### src/rtl/pe_inject_fifo_if.sv
// Host/network-side bundle for pe_inject_fifo. The statistics counters appear only
// when PE_INJECT_STATS_EN is defined.
interface pe_inject_fifo_if #(
   parameter int AW   = 4,
   parameter int DW   = 39,
   parameter int P_SZ = 48
);
   logic [AW-1:0]   in_dest;
   logic [DW-1:0]   in_data;
   logic            in_valid;
   logic            in_ready;
   logic [P_SZ-1:0] pe_interface;
   logic [P_SZ-1:0] interface_pe;
   logic            resend;
   logic [P_SZ-2:0] rx_data;
   logic            rx_valid;
   logic [15:0]     rx_count;
`ifdef PE_INJECT_STATS_EN
   logic [15:0]     tx_count;
   logic [15:0]     retry_count;

   modport master (
      output in_dest, in_data, in_valid, interface_pe, resend,
      input  in_ready, pe_interface, rx_data, rx_valid, rx_count, tx_count, retry_count
   );
   modport slave (
      input  in_dest, in_data, in_valid, interface_pe, resend,
      output in_ready, pe_interface, rx_data, rx_valid, rx_count, tx_count, retry_count
   );
`else
   modport master (
      output in_dest, in_data, in_valid, interface_pe, resend,
      input  in_ready, pe_interface, rx_data, rx_valid, rx_count
   );
   modport slave (
      input  in_dest, in_data, in_valid, interface_pe, resend,
      output in_ready, pe_interface, rx_data, rx_valid, rx_count
   );
`endif
endinterface

### src/rtl/pe_inject_fifo.sv
// Leaf-side packet injector/receiver for a BFT leaf port. Define PE_INJECT_STATS_EN
// to add saturating tx_count/retry_count outputs.
module pe_inject_fifo #(
   parameter int num_leaves = 16,
   parameter int payload_sz = 43,
   parameter int addr       = 0,
   parameter int depth      = 8
) (
   input logic             clk,
   input logic             reset,
   pe_inject_fifo_if.slave bus
);
   localparam int AW   = $clog2(num_leaves);
   localparam int DW   = payload_sz - AW;
   localparam int P_SZ = 1 + AW + payload_sz;
   localparam int PW   = $clog2(depth);
   localparam int EW   = AW + DW;
   localparam logic [AW-1:0] SRC = AW'(addr);

   typedef enum logic [0:0] {IDLE = 1'b0, SEND = 1'b1} slot_state_t;

   slot_state_t     state_r;
   logic [EW-1:0]   mem_r [depth];
   logic [PW-1:0]   wr_ptr_r;
   logic [PW-1:0]   rd_ptr_r;
   logic [PW:0]     count_r;
   logic [P_SZ-1:0] pe_r;
   logic [P_SZ-2:0] rx_data_r;
   logic            rx_valid_r;
   logic [15:0]     rx_count_r;
   logic            in_ready_s;
   logic            push_s;
   logic            pop_s;
   logic            accept_s;
   logic [EW-1:0]   head_s;

   // Stored entry is {dest, data}; the source field is stamped on the way out.
   function automatic logic [P_SZ-1:0] build_packet(input logic [EW-1:0] entry);
      build_packet = {1'b1, entry[EW-1 -: AW], SRC, entry[DW-1:0]};
   endfunction

   // Handshake decode: the slot pops whenever it is empty or its packet is accepted.
   always_comb begin
      in_ready_s = 1'b0;
      if (!reset && (count_r < (PW+1)'(depth))) begin
         in_ready_s = 1'b1;
      end else begin
         in_ready_s = 1'b0;
      end
      accept_s = (state_r == SEND) && !bus.resend;
      pop_s    = (count_r != {(PW+1){1'b0}}) && ((state_r == IDLE) || accept_s);
      push_s   = bus.in_valid && in_ready_s;
      head_s   = mem_r[rd_ptr_r];
   end

   // FIFO storage, pointers and occupancy.
   always_ff @(posedge clk) begin
      if (reset) begin
         wr_ptr_r <= {PW{1'b0}};
         rd_ptr_r <= {PW{1'b0}};
         count_r  <= {(PW+1){1'b0}};
      end else begin
         if (push_s) begin
            mem_r[wr_ptr_r] <= {bus.in_dest, bus.in_data};
            wr_ptr_r        <= wr_ptr_r + {{(PW-1){1'b0}}, 1'b1};
         end
         if (pop_s) begin
            rd_ptr_r <= rd_ptr_r + {{(PW-1){1'b0}}, 1'b1};
         end
         case ({push_s, pop_s})
            2'b10:   count_r <= count_r + {{PW{1'b0}}, 1'b1};
            2'b01:   count_r <= count_r - {{PW{1'b0}}, 1'b1};
            default: count_r <= count_r;
         endcase
      end
   end

   // Output slot FSM; resend holds the presented packet for as long as it is asserted.
   always_ff @(posedge clk) begin
      if (reset) begin
         state_r <= IDLE;
         pe_r    <= {P_SZ{1'b0}};
      end else begin
         case (state_r)
            IDLE: begin
               if (pop_s) begin
                  pe_r    <= build_packet(head_s);
                  state_r <= SEND;
               end
            end
            SEND: begin
               if (accept_s) begin
                  if (pop_s) begin
                     pe_r <= build_packet(head_s);
                  end else begin
                     pe_r    <= {P_SZ{1'b0}};
                     state_r <= IDLE;
                  end
               end
            end
            default: begin
               pe_r    <= {P_SZ{1'b0}};
               state_r <= IDLE;
            end
         endcase
      end
   end

   // Receive capture, independent of the transmit path.
   always_ff @(posedge clk) begin
      if (reset) begin
         rx_data_r  <= {(P_SZ-1){1'b0}};
         rx_valid_r <= 1'b0;
         rx_count_r <= 16'd0;
      end else if (bus.interface_pe[P_SZ-1]) begin
         rx_data_r  <= bus.interface_pe[P_SZ-2:0];
         rx_valid_r <= 1'b1;
         rx_count_r <= rx_count_r + 16'd1;
      end else begin
         rx_valid_r <= 1'b0;
      end
   end

`ifdef PE_INJECT_STATS_EN
   logic [15:0] tx_count_r;
   logic [15:0] retry_count_r;

   // Saturating accept/retry counters.
   always_ff @(posedge clk) begin
      if (reset) begin
         tx_count_r    <= 16'd0;
         retry_count_r <= 16'd0;
      end else if (state_r == SEND) begin
         if (!bus.resend && (tx_count_r != 16'hFFFF)) begin
            tx_count_r <= tx_count_r + 16'd1;
         end
         if (bus.resend && (retry_count_r != 16'hFFFF)) begin
            retry_count_r <= retry_count_r + 16'd1;
         end
      end
   end

   assign bus.tx_count    = tx_count_r;
   assign bus.retry_count = retry_count_r;
`endif

   assign bus.in_ready     = in_ready_s;
   assign bus.pe_interface = pe_r;
   assign bus.rx_data      = rx_data_r;
   assign bus.rx_valid     = rx_valid_r;
   assign bus.rx_count     = rx_count_r;
endmodule
### src/flat_wrapper.sv
// flat-port wrapper written by rule: the top's interface ports become plain ports
module pe_inject_fifo_flat 
#(
   parameter int num_leaves = 16,
   parameter int payload_sz = 43,
   parameter int addr       = 0,
   parameter int depth      = 8
)
  (clk, reset, bus_in_dest, bus_in_data, bus_in_valid, bus_interface_pe, bus_resend, bus_in_ready, bus_pe_interface, bus_rx_data, bus_rx_valid, bus_rx_count);
  pe_inject_fifo_if bus_i ();
  input logic clk;
  input logic reset;
  input wire logic [$bits(bus_i.in_dest)-1:0] bus_in_dest;
  input wire logic [$bits(bus_i.in_data)-1:0] bus_in_data;
  input wire logic [$bits(bus_i.in_valid)-1:0] bus_in_valid;
  input wire logic [$bits(bus_i.interface_pe)-1:0] bus_interface_pe;
  input wire logic [$bits(bus_i.resend)-1:0] bus_resend;
  output wire logic [$bits(bus_i.in_ready)-1:0] bus_in_ready;
  output wire logic [$bits(bus_i.pe_interface)-1:0] bus_pe_interface;
  output wire logic [$bits(bus_i.rx_data)-1:0] bus_rx_data;
  output wire logic [$bits(bus_i.rx_valid)-1:0] bus_rx_valid;
  output wire logic [$bits(bus_i.rx_count)-1:0] bus_rx_count;
  assign bus_i.in_dest = bus_in_dest;
  assign bus_i.in_data = bus_in_data;
  assign bus_i.in_valid = bus_in_valid;
  assign bus_i.interface_pe = bus_interface_pe;
  assign bus_i.resend = bus_resend;
  assign bus_in_ready = bus_i.in_ready;
  assign bus_pe_interface = bus_i.pe_interface;
  assign bus_rx_data = bus_i.rx_data;
  assign bus_rx_valid = bus_i.rx_valid;
  assign bus_rx_count = bus_i.rx_count;
  pe_inject_fifo #(.num_leaves(num_leaves), .payload_sz(payload_sz), .addr(addr), .depth(depth)) u_core (.clk(clk), .reset(reset), .bus(bus_i));
endmodule
### config.mk
export PLATFORM = sky130hd
export DESIGN_NAME = pe_inject_fifo_flat
export DESIGN_NICKNAME = d
export VERILOG_FILES = /design/src/rtl/pe_inject_fifo_if.sv /design/src/rtl/pe_inject_fifo.sv /design/src/flat_wrapper.sv
export SDC_FILE = /design/constraint.sdc
export NUM_CORES = 1
export LEC_CHECK = 0
export CAP_MARGIN = 20
export CORE_MARGIN = 2
export CORE_UTILIZATION = 55
export DETAILED_ROUTE_END_ITERATION = 16
export HOLD_SLACK_MARGIN = 0.08
export MAX_ROUTING_LAYER = met4
export PLACE_DENSITY = 0.79
export SYNTH_ARGS = -nofsm -noshare
export SYNTH_HDL_FRONTEND = slang
export SYNTH_SLANG_ARGS = --single-unit
### constraint.sdc
create_clock -name clk -period 6.95 [get_ports clk]
set_input_delay 1.0425 -clock clk [delete_from_list [all_inputs] [get_ports clk]]
set_output_delay 1.0425 -clock clk [all_outputs]
set_load 0.005 [all_outputs]
==> flow_summary.ini <==
[critical_path]
path_cells = buf_2 -> buf_4 -> nor2_1 -> clkdlybuf4s50_1
crit_buf_inv = 3
r2r-end = u_core.bus.pe_interface[25]
crit_family = buffers and inverters
r2r_setup_slack_ns = 4.21
crit_type = primary input to output pin
cp.required_ns = 5.91
cp_slowest_cell = buf_4
worstSetupEndpointType = output pin
worstRegToRegCells = 5
cpPeakStageDelay_ns = 0.66
endpoint = bus_in_ready
crit_arrival_ns = 2.45
start_kind = primary input
cp.depth = 4
cp_max_fo = 83
crit_start = reset

[drt]
routed.top_layer = met4
wl_met3_um = 1980
route.detailed.drc = 0
totalWireLength_um = 34800
final_antenna_net_count = 0
first_iter_violations = 795
wl_met2_um = 18000
wire_per_inst_um = 22.2
vias_per_cell = 5.78
vias = 9057
met1Wirelength_um = 14100
firstDrtPassIters = 5

[cts]
clk_pin_slew_ns = 0.06
cts_max_level = 2
ctsLongestPathBuffers = 3
ctsResizeCount = 0
clock_sinks = 466
cts-buffers-inserted = 45
cts_tree = yes
clkLatencyLatePin_ns = 0.53
hold_buffers = 0
root_buffer = clkbuf_16
cts_setup_buffers = 0

[global_route]
grt_max_degree = 84
grt_pass1_wl_um = 54100
gr-total-overflow = 0
gr-usage-all-layers = 0.220
grt_pass1_vias = 9488
antenna_found_initial = 2

[yosys]
syn_avg_cell_area_um2 = 18.7
ys.flop_type = edfxtp_1
synth_warnings = 0
synth_top_area_cell = edfxtp_1
ys_ff_latch = 466
yosysUniqueCellTypes = 41
yosys.area.top_type_share = 0.600
synthTopCellsByArea = edfxtp_1 (60%), dfxtp_1 (14%), mux4_2 (11%)
synthCells = 918
synth_edf_count = 344
synth_area_um2 = 17200
synthTopCellsByCount = edfxtp_1 (344), dfxtp_1 (122), mux4_2 (86)
synth_most_common_cell = edfxtp_1
seq_area_frac_synth = 0.742
async_flop_share = 0

[cells_and_area]
num-nets-final = 1234
fill_cells = 1923
area_growth_pct = 22.5
drive_gt1_frac = 0.156
finish.utilization = 0.688

[sta]
slew_headroom = 0.400
post-route-min-period_ns = 3.49
finalSetupViolCount = 0
tightest_slew_ns = 0.900
finalSetupTns_ns = 0
timing.final.crit_share = 0.502
fin_ws_ns = 3.46
hold_viol_final = 0
skew_ns = 0.0129
clock.fmax_mhz = 287
rsz0062_at_grt = false
finalMaxSlewViolations = 0

[floorplanning]
initial_core_util = 0.561
die_w_um = 181
coreArea_um2 = 30700
dieHeight_um = 181
num_rows = 64
dieArea_um2 = 32700
ios = 208

[pwr]
p_leak_nw = 7.00
p_total_mw = 7.02
power_density_nw_per_um2 = 333
irDropWorstVdd_mv = 0.238

[placement]
dp.final_hpwl_um = 19600
dp_worst_setup_slack_ns = 2.92
portBuffers = 203
place.gp.congestion = 0.760

[worst_hold_path]
hold_path.class = register to register
hp-start = u_core.bus.pe_interface[11]

[flow_run]
max_cap_viol_count = 0

[status]
status = complete, no violations
cells in the final DEF, fill, tap and decap left out, types with 2 or more instances in the layout:
cell,count
conb_1,4
clkbuf_8,6
xor2_1,11
nand3_1,5
clkdlybuf4s50_1,201
clkinv_1,4
nor4_1,4
dfxtp_4,2
nand2_1,16
clkinv_2,4
diode_2,2
nor2_4,6
bufinv_16,3
inv_1,3
nor3b_1,3
mux2i_1,49
or3_1,3
mux4_2,86
nor2_1,69
nor2b_1,45
nand2b_1,6
a21oi_1,8
ha_1,6
xnor2_1,6
dfxtp_1,120
edfxtp_1,344
nand4_1,5
clkbuf_16,47
buf_4,13
clkinvlp_4,2
a221o_1,43
clkbuf_1,15
o21ai_0,6
nor3_1,3
buf_2,2
and3_1,2
nor3_2,2
per-stage QoR:
step	hold WS [ns]	std cells	area [um^2]
2_1_floorplan	0.454	921	17200
3_3_place_gp	0.469	1481	19600
3_5_place_dp	0.474	1481	19600
4_1_cts	0.488	1563	21100
5_1_grt	0.505	1566	21100
6_report	0.482	1566	21100
flip-flops by register name (all words and copies together) (netlist names), named ones only:
signal,flops
u_core.mem_r,344
u_core.bus.rx_data,47
u_core.bus.pe_interface,44
u_core.bus.rx_count,16
u_core.count_r,4
u_core.rd_ptr_r,3
u_core.wr_ptr_r,3
u_core.bus.rx_valid,1
u_core.state_r,1
power breakdown:
part           internal, mW  total, mW  switching, mW  leakage, nW
registers              3.19       3.35          0.160         4.11
clock network          1.42       2.38          0.965        0.709
logic                 0.729       1.29          0.559         2.18
cell families (layout without fill, tap and decap cells):
group           count (synthesis)  count (layout)  share of synthesized area
fa+ha+maj                       6               6                    0.00436
compound gates                 61              61                     0.0313
flops                         466             466                      0.742
buf+inv                        55             302                     0.0188
mux                           136             136                      0.142
simple gates                  176             176                     0.0528
other cells                     1               6                   0.000218
xor+xnor                       17              17                    0.00865
layout make-up:
class / instances / area [um^2] / share of cell area
Multi-Input combinational cell: 400 / 4190 / 0.198
Clock buffer: 68 / 1320 / 0.0624
Timing Repair Buffer: 217 / 2150 / 0.102
Inverter: 3 / 11.3 / 0.000534
Sequential cell: 466 / 12800 / 0.606
Antenna cell: 2 / 5.00 / 0.000237
Clock inverter: 14 / 149 / 0.00706
Tap cell: 396 / 495 / 0.0235
layer usage:
layer	GRT usage	vias up
met5	-	-
met4	0.0632	0
met3	0.0411	62
met2	0.365	314
met1	0.280	4628
li1	-	4053
worst min-delay path by stage:
stage,cells after the start,end
after global routing,1,u_core.bus.pe_interface[26]
after global placement,1,u_core.bus.pe_interface[10]
after detailed placement,1,u_core.bus.pe_interface[34]
after CTS,1,u_core.bus.pe_interface[3]
after floorplan,2,register
final,1,u_core.bus.pe_interface[11]
Note: power is estimated with default switching activity, not from simulation.
